<file path="src/rtl/sum_accumulator.sv">
// Accumulates COUNT unsigned samples into one ACC_WIDTH-bit result with a sticky
// carry flag, and hands the result downstream over a valid/ready handshake.
module sum_accumulator #(
  parameter int WIDTH     = 2,
  parameter int COUNT     = 4,
  parameter int ACC_WIDTH = 8
) (
  input  logic                 IN_clk,
  input  logic                 IN_rst_n,
  input  logic                 IN_clear,
  input  logic                 IN_sum_valid,
  input  logic [WIDTH-1:0]     IN_sum,
  output logic                 OUT_sum_ready,
  output logic                 OUT_acc_valid,
  output logic [ACC_WIDTH-1:0] OUT_acc,
  output logic                 OUT_ovf,
  input  logic                 IN_acc_ready
);

  localparam int CNT_W = $clog2(COUNT + 1);
  localparam logic [CNT_W-1:0] CNT_LAST = CNT_W'(COUNT - 1);

  localparam logic [0:0] ACCUM = 1'b0;
  localparam logic [0:0] DONE  = 1'b1;

  logic [0:0]           state_q, state_d;
  logic [ACC_WIDTH-1:0] acc_q, acc_d;
  logic [CNT_W-1:0]     cnt_q, cnt_d;
  logic                 ovf_q, ovf_d;
  logic                 sum_ready_q, sum_ready_d;

  logic                 accept;
  logic                 result;
  logic [ACC_WIDTH:0]   sum_ext;

  assign accept  = IN_sum_valid & sum_ready_q;
  assign result  = IN_acc_ready & (state_q == DONE);
  // The extra top bit captures the carry out of the accumulator.
  assign sum_ext = {1'b0, acc_q} + (ACC_WIDTH + 1)'(IN_sum);

  // NOTE: every variable gets a default first so no path leaves it unassigned
  // and infers a latch.
  always_comb begin
    state_d = state_q;
    acc_d   = acc_q;
    cnt_d   = cnt_q;
    ovf_d   = ovf_q;
    if (IN_clear) begin
      state_d = ACCUM;
      acc_d   = '0;
      cnt_d   = '0;
      ovf_d   = 1'b0;
    end else begin
      case (state_q)
        ACCUM: begin
          // Gate on accept so an undriven sample during idle cycles never
          // reaches the registers.
          if (accept) begin
            acc_d = sum_ext[ACC_WIDTH-1:0];
            ovf_d = ovf_q | sum_ext[ACC_WIDTH];
            cnt_d = cnt_q + 1'b1;
            if (cnt_q == CNT_LAST) state_d = DONE;
          end
        end
        DONE: begin
          if (result) begin
            state_d = ACCUM;
            acc_d   = '0;
            cnt_d   = '0;
            ovf_d   = 1'b0;
          end
        end
        default: state_d = ACCUM;
      endcase
    end
    sum_ready_d = (state_d == ACCUM);
  end

  // NOTE: sequential state uses non-blocking assignments so every flop samples
  // the pre-edge values regardless of statement order.
  always_ff @(posedge IN_clk or negedge IN_rst_n) begin
    if (!IN_rst_n) begin
      state_q     <= ACCUM;
      acc_q       <= '0;
      cnt_q       <= '0;
      ovf_q       <= 1'b0;
      sum_ready_q <= 1'b0;
    end else begin
      state_q     <= state_d;
      acc_q       <= acc_d;
      cnt_q       <= cnt_d;
      ovf_q       <= ovf_d;
      sum_ready_q <= sum_ready_d;
    end
  end

  assign OUT_sum_ready = sum_ready_q;
  assign OUT_acc_valid = (state_q == DONE);
  assign OUT_acc       = acc_q;
  assign OUT_ovf       = ovf_q;

endmodule
</file>
<file path="config.mk">
export PLATFORM = sky130hd
export DESIGN_NAME = sum_accumulator
export DESIGN_NICKNAME = d
export VERILOG_FILES = /design/src/rtl/sum_accumulator.sv
export SDC_FILE = /design/constraint.sdc
export NUM_CORES = 1
export LEC_CHECK = 0
export CELL_PAD_IN_SITES_DETAIL_PLACEMENT = 1
export CELL_PAD_IN_SITES_GLOBAL_PLACEMENT = 2
export CORE_UTILIZATION = 30
export DETAILED_ROUTE_END_ITERATION = 10
export PLACE_DENSITY_LB_ADDON = 0.1
export RECOVER_POWER = 25
export REMOVE_ABC_BUFFERS = 1
export SETUP_SLACK_MARGIN = 0.15
export SLEW_MARGIN = 5
export SYNTH_ARGS = -nofsm -noshare
export SYNTH_HDL_FRONTEND = slang
export SYNTH_SLANG_ARGS = --single-unit
</file>
<file path="constraint.sdc">
create_clock -name IN_clk -period 1.9 [get_ports IN_clk]
set_clock_uncertainty 0.15 [all_clocks]
set_input_delay 0.285 -clock IN_clk [delete_from_list [all_inputs] [get_ports IN_clk]]
set_output_delay 0.285 -clock IN_clk [all_outputs]
set_load 0.02 [all_outputs]
</file>
==> impl_metrics.env, run 1 <==
export IMPL_grt_pass1_vias=658
export IMPL_cts_tree="built"
export IMPL_p_sw_uw=170.8
export IMPL_grt_max_degree=15
export IMPL_rows=17
export IMPL_grt_overflow=0
export IMPL_first_pass_iters=4
export IMPL_vias=663
export IMPL_power_leakage_uw=0.0004752
export IMPL_root_buffer="clkbuf_4"
export IMPL_hp_start="cnt_q[2]$_DFFE_PN0P_"
export IMPL_setup_ws_ps=194.0
export IMPL_fin_nets=106
export IMPL_die_area_um2=2758
export IMPL_p_clk_share_pct=34.3
export IMPL_period_needed_ps=1706
export IMPL_ys_seq_area_share_pct=45.75
export IMPL_hold_depth=1
export IMPL_htreeDepth=1
export IMPL_p_sw_share_pct=26.63
export IMPL_diodes=0
export IMPL_clk_insertion_delay_late_ps=280
export IMPL_synth_area_per_cell_um2=11.10
export IMPL_setup_worst_path_end_class="output port"
export IMPL_cts_clk_slew_worst_paths_ps=90
export IMPL_setup_viol=0
export IMPL_finalSetupTns_ps=0
export IMPL_die_w_um=52.52
export IMPL_hpwl_um=1375
export IMPL_io_pins=18
export IMPL_die_h_um=52.52
export IMPL_fmax_mhz=586.2
export IMPL_netlist_area_um2=765.7
export IMPL_critPathKind="register to output port"
export IMPL_grt_usage_pct=16.83
export IMPL_vdd_drop_max_uv=487.6
export IMPL_ant_nets=0
export IMPL_antenna_found_initial=0
export IMPL_numCtsBuffers=3
export IMPL_synth_warnings=0
export IMPL_ff2ff_path_depth=4
export IMPL_worstMarginPinSlew_ps=811.3
export IMPL_slew_violations=0
export IMPL_synthDistinctLibCells=31
export IMPL_seq_power_share_pct=49.8
export IMPL_hold_violations=0
export IMPL_wl_um=1906
export IMPL_yosys_register_bits=14
export IMPL_pwr_share_comb_pct=15.8
export IMPL_io_buffers=17
export IMPL_cp_required_ps=1460
export IMPL_nFillCells=262
export IMPL_multi_input_area_um2=411.6
export IMPL_critical_path_cell_chain="clkdlybuf4s50_1"
export IMPL_core_area_um2=2318
export IMPL_cap_viol_max_count=0
export IMPL_worstReg2RegEnd="OUT_acc[3]$_DFFE_PN0P_"
export IMPL_path_buf_inv=1
export IMPL_cp_start_kind="register"
export IMPL_fin_crit_sh_pct=89.79
export IMPL_min_delay_worst_endpoint="cnt_q[2]$_DFFE_PN0P_"
export IMPL_cp_data_arrival_time_ps=1270
export IMPL_clockBufferDepth=2
export IMPL_slew_headroom_pct=45.91
export IMPL_status="finished clean"
export IMPL_seq_area_um2=351.6
export IMPL_drt_iter0_markers=7
export IMPL_post_drt_via_cell_ratio=5.479
export IMPL_cp_slowest_cell="clkdlybuf4s50_1"
export IMPL_critPathMaxStageDelay_ps=610
export IMPL_rr_startpoint="OUT_acc[1]$_DFFE_PN0P_"
export IMPL_hold_path_class="register to register"
export IMPL_drcViolationCount=0
export IMPL_drive_above_1_share_pct=17.20
export IMPL_r2r_slack_ps=250
export IMPL_post_drt_wl_per_cell_um=15.75
export IMPL_clock_sinks=14
export IMPL_crit_fanout=3
export IMPL_path_delay_family="buffers and inverters"
export IMPL_grt_first_pass_wirelength_um=3325
export IMPL_dp_slack_ps=-219.1
export IMPL_power_internal_uw=470.6
export IMPL_netlist_instances=69
export IMPL_initial_core_util_pct=33.03
export IMPL_gp_congestion=0.7264
export IMPL_syn_to_final_growth_pct=35.13
export IMPL_rsz0062_at_grt="yes"
export IMPL_p_per_area_nw_per_um2=619.8
==> metal layers <==
metal | vias up | GRT usage, % | routed length [um]
met1 | 327 | 22.74 | 959
met4 | 0 | 3.947 | 14
li1 | 318 | - | -
met5 | - | 0 | 0
met3 | 2 | 5.507 | 96
met2 | 16 | 25.74 | 835
==> timing repair <==
item / 4_1_cts / 5_1_grt
cloned: 0 / 0
endpoints found under the setup margin: 9 / 7
endpoints found under the hold margin: 0 / 0
hold buffers: 0 / 0
gates resized for setup: 9 / 5
setup buffers: 0 / 0
pin swaps: 0 / 1
==> registers in the layout, indices dropped and copies added (netlist names) <==
name           flops
OUT_acc            8
OUT_ovf            1
OUT_sum_ready      1
cnt_q              3
OUT_acc_valid      1
==> synthesized netlist by cell type, drive strengths merged <==
cell | instances | area, um^2
o311ai | 2 | 17.52
a22o | 3 | 26.28
fa | 1 | 20.02
a21o | 1 | 8.760
o41ai | 1 | 8.760
a21oi | 3 | 15.01
and4bb | 1 | 12.51
ha | 4 | 50.05
nand4 | 2 | 12.51
or4b | 1 | 10.01
nor4 | 1 | 6.260
nor2 | 1 | 3.750
o211ai | 2 | 15.01
o2bb2ai | 1 | 8.760
or4 | 2 | 15.01
inv | 3 | 11.26
nand3b | 1 | 20.02
o21ai | 2 | 10.01
nand2 | 3 | 11.26
and3 | 1 | 6.260
and3b | 1 | 10.01
nand4b | 1 | 8.760
nand3 | 5 | 25.02
nand2b | 5 | 31.28
mux2i | 1 | 10.01
o21a | 1 | 7.510
a211oi | 2 | 15.01
o31ai | 1 | 7.510
dfrtp | 14 | 350.3
or3 | 1 | 6.260
buf | 1 | 5.000
==> worst max-delay path by stage <==
stage,from,to,cells past startpoint
floorplan,OUT_acc[0]$_DFFE_PN0P_,OUT_ovf$_DFFE_PN0P_,5
global placement,IN_sum[0],OUT_acc[6]$_DFFE_PN0P_,6
detailed placement,IN_sum[0],OUT_acc[6]$_DFFE_PN0P_,6
CTS,OUT_acc[6]$_DFFE_PN0P_,OUT_acc[6],1
global route,OUT_acc[1]$_DFFE_PN0P_,OUT_acc[3]$_DFFE_PN0P_,4
finish,OUT_acc[0]$_DFFE_PN0P_,OUT_acc[0],1
==> power groups by stage <==
stage	combinational [uW]	sequential, uW	clock [uW]
4_1_cts	102	319	228
5_1_grt	116	322	237
3_5_place_dp	105	325	0
3_3_place_gp	104	325	0
2_1_floorplan	42.0	330	0
6_report	102	320	220
==> cell usage in the layout, fill, tap and decap left out, drive strengths merged, types with 4 or more instances in the layout <==
cell,n
nand2b,5
dlygate4sd2,8
clkdlybuf4s50,7
dfrtp,14
nand3,5
ha,4
clkbuf,5
==> kinds of logic after synthesis <==
logic type | share of synthesized area (%)
mux | 1.307
buf+inv | 2.123
simple gates | 23.37
flops | 45.75
compound gates | 18.30
fa+ha+maj | 9.151
==> metrics by stage <==
| step | instances | utilization, % | total power, uW | area (um^2) | hold WS (ps) |
|---|---|---|---|---|---|
| floorplan | 68 | - | 372.5 | 760.7 | -160.6 |
| global placement | 117 | 42.96 | 428.3 | 996.0 | 325.1 |
| detailed placement | 117 | 42.96 | 429.9 | 996.0 | 330.5 |
| CTS | 121 | 44.09 | 649.6 | 1022 | 154.6 |
| global route | 121 | 44.63 | 675.4 | 1035 | 384.1 |
| finish | 121 | 44.63 | 641.4 | 1035 | 347.4 |
==> layout make-up <==
class	count	area share [%]
multi-input combinational	51	39.78
sequential	14	33.98
timing repair buffer	21	18.26
clock buffer	4	3.507
tap	28	3.386
inverter	3	1.088
No activity file was read; power rests on OpenSTA's default activity.
==> run 2, diff against run 1 <==
--- a/config.mk
+++ b/config.mk
@@ -8,6 +8,7 @@
 export CELL_PAD_IN_SITES_DETAIL_PLACEMENT = 1
 export CELL_PAD_IN_SITES_GLOBAL_PLACEMENT = 2
 export CORE_UTILIZATION = 30
+export CTS_CLUSTER_DIAMETER = 150
 export DETAILED_ROUTE_END_ITERATION = 10
 export PLACE_DENSITY_LB_ADDON = 0.1
 export RECOVER_POWER = 25
==> results of run 2 <==
The final DEF is identical to that of run 1; final timing and power are the same.
